### config.mk
export PLATFORM = sky130hd
export DESIGN_NAME = sparse_output_encoder
export DESIGN_NICKNAME = d
export VERILOG_FILES = /design/src/rtl/sparse_output_encoder.sv
export SDC_FILE = /design/constraint.sdc
export NUM_CORES = 1
export LEC_CHECK = 0
export CORE_ASPECT_RATIO = 1.75
export CORE_UTILIZATION = 52
export CTS_CLUSTER_DIAMETER = 50
export DETAILED_ROUTE_END_ITERATION = 10
export DONT_BUFFER_PORTS = 1
export PLACE_DENSITY = 0.69
export SLEW_MARGIN = 20
export SYNTH_ARGS = -nofsm -noshare
export SYNTH_HDL_FRONTEND = slang
export SYNTH_SLANG_ARGS = --single-unit
export TNS_END_PERCENT = 20
### constraint.sdc
create_clock -name clk -period 4.6 [get_ports clk]
set_clock_uncertainty 0.1 [all_clocks]
set_input_delay 1.15 -clock clk [delete_from_list [all_inputs] [get_ports clk]]
set_output_delay 1.15 -clock clk [all_outputs]
set_load 0.1 [all_outputs]
### src/rtl/sparse_output_encoder.sv
// Drain stage: ReLU + shift quantisation + saturation, then zero-run-length
// encoding of each tile into (value, index) pairs written to sequential OARAM addresses.
module sparse_output_encoder #(
   parameter int ACC_WIDTH   = 25,
   parameter int VALUE_WIDTH = 8,
   parameter int INDEX_WIDTH = 4,
   parameter int RAM_WIDTH   = 10
) (
   input  logic                        clk,
   input  logic                        reset,
   input  logic                        start,
   input  logic [4:0]                  shift,
   input  logic                        in_valid,
   output logic                        in_ready,
   input  logic signed [ACC_WIDTH-1:0] in_data,
   input  logic                        in_last,
   output logic [VALUE_WIDTH-1:0]      oaram_value,
   output logic [INDEX_WIDTH-1:0]      oaram_index,
   output logic [RAM_WIDTH-1:0]        oaram_address,
   output logic                        oaram_write_enable,
   output logic                        done,
   output logic                        overflow,
   output logic [RAM_WIDTH:0]          entry_count,
   output logic [1:0]                  dbg_state
);

   // Handshake: a beat transfers on a rising edge where in_valid && in_ready;
   // in_ready is high only in RUN and there is no backpressure from the OARAM side.
   typedef enum logic [1:0] {
      S_IDLE   = 2'd0,
      S_RUN    = 2'd1,
      S_FINISH = 2'd2
   } state_t;

   localparam logic [ACC_WIDTH-1:0]   MAXVAL    = {{(ACC_WIDTH-VALUE_WIDTH){1'b0}}, {VALUE_WIDTH{1'b1}}};
   localparam logic [INDEX_WIDTH-1:0] MAXRUN    = '1;
   localparam logic [RAM_WIDTH-1:0]   LAST_ADDR = '1;

   state_t                   r_state;
   state_t                   w_next;
   logic [4:0]               r_shift;
   logic [INDEX_WIDTH-1:0]   r_zr;
   logic [RAM_WIDTH-1:0]     r_addr;
   logic [RAM_WIDTH-1:0]     r_wr_addr;
   logic [RAM_WIDTH:0]       r_count;
   logic                     r_overflow;
   logic                     r_we;
   logic [VALUE_WIDTH-1:0]   r_value;
   logic [INDEX_WIDTH-1:0]   r_index;
   logic                     w_accept;
   logic [ACC_WIDTH-1:0]     w_shifted;
   logic [VALUE_WIDTH-1:0]   w_q;
   logic                     w_emit;

   assign w_accept  = in_valid && (r_state == S_RUN);
   assign w_shifted = $unsigned(in_data) >> r_shift;

   always_comb begin
      w_q = '0;
      if (in_data[ACC_WIDTH-1]) begin
         w_q = '0;
      end else if (w_shifted > MAXVAL) begin
         w_q = '1;
      end else begin
         w_q = w_shifted[VALUE_WIDTH-1:0];
      end
   end

   // A full run of MAXRUN zeros plus this zero is flushed as a (0, MAXRUN) entry.
   assign w_emit = (w_q != '0) || (r_zr == MAXRUN);

   always_ff @(posedge clk) begin
      if (reset) begin
         r_state <= S_IDLE;
      end else begin
         r_state <= w_next;
      end
   end

   always_comb begin
      w_next = r_state;
      case (r_state)
         S_IDLE:   if (start) w_next = S_RUN;
         S_RUN:    if (w_accept && in_last) w_next = S_FINISH;
         S_FINISH: w_next = S_IDLE;
         default:  w_next = S_IDLE;
      endcase
   end

   always_ff @(posedge clk) begin
      if (reset) begin
         r_shift    <= '0;
         r_zr       <= '0;
         r_addr     <= '0;
         r_wr_addr  <= '0;
         r_count    <= '0;
         r_overflow <= 1'b0;
         r_we       <= 1'b0;
         r_value    <= '0;
         r_index    <= '0;
      end else begin
         r_we <= 1'b0;
         if ((r_state == S_IDLE) && start) begin
            r_shift    <= shift;
            r_zr       <= '0;
            r_addr     <= '0;
            r_count    <= '0;
            r_overflow <= 1'b0;
         end
         if (r_state == S_FINISH) begin
            r_zr <= '0;
         end
         if (w_accept) begin
            if (w_emit) begin
               r_zr      <= '0;
               r_value   <= w_q;
               r_index   <= r_zr;
               r_wr_addr <= r_addr;
               // The last address is still written; afterwards the address holds and writes drop.
               if (!r_overflow) begin
                  r_we    <= 1'b1;
                  r_count <= r_count + 1'b1;
                  if (r_addr == LAST_ADDR) begin
                     r_overflow <= 1'b1;
                  end else begin
                     r_addr <= r_addr + 1'b1;
                  end
               end
            end else begin
               r_zr <= r_zr + 1'b1;
            end
         end
      end
   end

   assign in_ready           = (r_state == S_RUN);
   assign done               = (r_state == S_FINISH);
   assign oaram_write_enable = r_we;
   assign oaram_value        = r_value;
   assign oaram_index        = r_index;
   assign oaram_address      = r_we ? r_wr_addr : r_addr;
   assign overflow           = r_overflow;
   assign entry_count        = r_count;
   assign dbg_state          = r_state;

endmodule

==> out/summary.txt, run 1 <==
Status = complete, no violations
Final Max Tran Viols = 0
Min-Delay Path Class = register to register
CTS tree = done
Initial Util = 53.6%
Gp weighted congestion = 1.01
Final WL = 11,800 um
Synth top area share = 26.4%
FF-to-FF path depth = 10
CP max FO = 31
Fin. Hold Viols = 0
Cts hold-fix bufs = 0
Prevailing post-synth register cell = dfxtp_1
Commonest non-fill, non-tap cells in the layout = nand2_1, mux2i_1, dfxtp_1
Final Instance Area = 4410 um^2
Pwr Density = 273 nW/um^2
Via count = 3,912
Fmax = 249 MHz
Port-buffer cells = 0
Die height = 121 um
Initial DRC Count = 256
Setup bufs post-CTS = 0
R2r setup slk = 0.58 ns
# diodes = 0
Period minus WS final = 4.02 ns
Top delay family on crit path = compound AO/OA/AOI/OAI gates
RSZ-0062 raised after global routing = no
Cells after DPL = 571
Largest net degree at the start of global routing = 57
Number of synthesized flops with an enable pin = 0
Setup-failing EPs final = 0
Req. time, crit path = 4.69 ns
Setup TNS = 0 ns
Syn nets = 547
Post-DP HPWL = 8980 um
Post-layout nets = 526
Sequential cell area fraction in the yosys report = 26.4%
Average wire per standard cell = 20.4 um
Max clock buf depth = 2
FF+latch count, synth = 56
Crit start category = register
Hold path depth = 2
Clock transition at path regs = 0.07 ns
Reg2reg start = r_shift[1]
Period utilization = 87.3%
Commonest non-fill, non-tap cell in the layout = nand2_1
Crit path largest cell delay = 0.80 ns
CP Data Arrival Time = 4.10 ns
Worst-Skew Late Latency = 0.29 ns
CP most frequent cell = mux2i_1
Total clock sinks = 56
Mapped Area = 4240 um^2
First-pass GRT wire length = 18,900 um
Layout cells sized above 1 = 15.5%
Tot GR Track Use = 28.2%
Leak Pwr = 1.60 nW
Syn Area/Cell = 8.33 um^2
Via density = 6.76
Final ANT Viol Nets = 0
Cts bufs inserted = 5
Yosys warnings = 0
Area grow syn2layout = 4.04%
Async SR Flop Fraction = 0%
Filler cell count = 743
Die area = 8530 um^2
CP max-delay cell = dfxtp_2
Max cap viols = 0
Number of remaining DRC errors = 0
Worst Tran Pin Value = 1.16 ns
RR Endpoint = r_addr[7]
Crit path kind = register to register
Cell Area, Placed = 4240 um^2
Worst-case vdd ir drop = 0.439 mV
Worst setup EP type = register
Worst path cell trace = buf_4 -> mux2i_1 -> mux2i_1 -> o41ai_1 -> nand3_1 -> o211ai_1 -> o21a_1 -> a21boi_2 -> and2_4 -> a41o_1
Worst Path Buf+Inv = 1
Vias in the first global route = 3,828
Core area = 7910 um^2
Fin util = 55.8%
Top Ports = 74
Initial antenna violation count = 0
Die Wd = 70.3 um
Htree depth = 2
Synth area leader = dfxtp_1
Hold_sp = r_wr_addr[8]
Cell row count = 43
Non-Filler Instances = 579
DRT Pass-1 Iters = 4
Quantity of gates resized following cts = 0
GRT overflow = 0
CTS root buf = clkbuf_16
WHS = 0.396 ns
Worst slew margin = 22.6%
Syn Inst Count = 509
Synth area leaders = dfxtp_1, mux2i_1, mux4_2, nand2_1, mux2_2
Unique masters post-synth = 73
WHS Endpoint = r_wr_addr[8]
## kinds of logic (layout without fill, tap and decap cells)
family | Yosys count | in the layout | synth area share, %
flip-flops | 56 | 56 | 26.4
AND/OR/NAND/NOR | 197 | 197 | 22.7
adder cells (fa/ha/maj) | 3 | 3 | 0.885
buffers and inverters | 53 | 33 | 6.20
multiplexers | 84 | 84 | 24.2
AO/OA/AOI/OAI | 116 | 116 | 19.7
## layer usage
layer	part of all wire, %	GRT usage [%]	wire length (um)	vias up
met1	34	27.3	4040	1874
met4	6.7	18.9	789	0
met5	0	0	0	-
met2	55	53.3	6480	154
li1	-	-	-	1830
met3	4.3	4.24	510	54
## power breakdown
group | internal (mW) | switching [mW]
Clock | 0.256 | 0.170
Sequential | 0.491 | 0.0437
Combinational | 0.104 | 0.140
Total | 0.851 | 0.353
## cell type report
cell class	instances	area, um^2	share of cell area, %
Multi-Input combinational cell	400	2880	65.2
Sequential cell	56	1120	25.5
Clock buffer	5	125	2.84
Tap cell	90	113	2.55
Timing Repair Buffer	10	75.1	1.70
Inverter	15	56.3	1.28
Clock inverter	3	42.5	0.964
## metrics by stage
stage                     total power, mW  setup slack (ns)
after floorplan                     0.743             0.225
after global routing                 1.25             0.270
after CTS                            1.21             0.606
final                                1.20             0.583
after detailed placement            0.784             0.476
after global placement              0.783             0.489
## registers in the layout, indices dropped and copies added (netlist names)
| signal | cells |
|---|---|
| oaram_value | 8 |
| entry_count | 11 |
| oaram_write_enable | 1 |
| dbg_state | 2 |
| overflow | 1 |
| r_addr | 10 |
| r_shift | 5 |
| r_wr_addr | 10 |
| r_zr | 4 |
| oaram_index | 4 |
## cells in the mapped netlist (10+ instances only)
cell and instances:
nand2_1 62, o21ai_0 14, mux2_2 17, mux4_2 13
inv_1 13, a21oi_1 33, clkbuf_1 17, dfxtp_1 56
and3_1 11, o211ai_1 10, nand3_1 15, nor2_1 50
mux2i_1 54
## worst reg2reg max path, delay by kind of cell, from the launching register on
family                 cells  cell delay [ns]
AO/OA/AOI/OAI              5             1.66
AND/OR/NAND/NOR            2             0.48
buffers and inverters      1             0.29
flip-flops                 1             0.80
multiplexers               2             0.58
## worst max path at each step
stage	from	endpoint	slack [ns]	cells after the start
final	r_shift[1]	r_addr[7]	0.58	10
after global routing	r_shift[3]	r_wr_addr[9]	0.27	10
after CTS	r_shift[1]	r_addr[7]	0.61	9
after detailed placement	in_data[23]	r_addr[7]	0.48	9
after global placement	in_data[23]	r_addr[7]	0.49	9
after floorplan	oaram_write_enable	oaram_address[0]	0.23	2
No activity file was read; power rests on OpenSTA's default activity.
==> run 2: changes to the inputs <==
--- a/config.mk
+++ b/config.mk
@@ -5,6 +5,7 @@
 export SDC_FILE = /design/constraint.sdc
 export NUM_CORES = 1
 export LEC_CHECK = 0
+export CAP_MARGIN = 20
 export CORE_ASPECT_RATIO = 1.75
 export CORE_UTILIZATION = 52
 export CTS_CLUSTER_DIAMETER = 50
==> results of run 2 <==
Same layout as run 1: the final DEF is identical, and so are final timing and power.
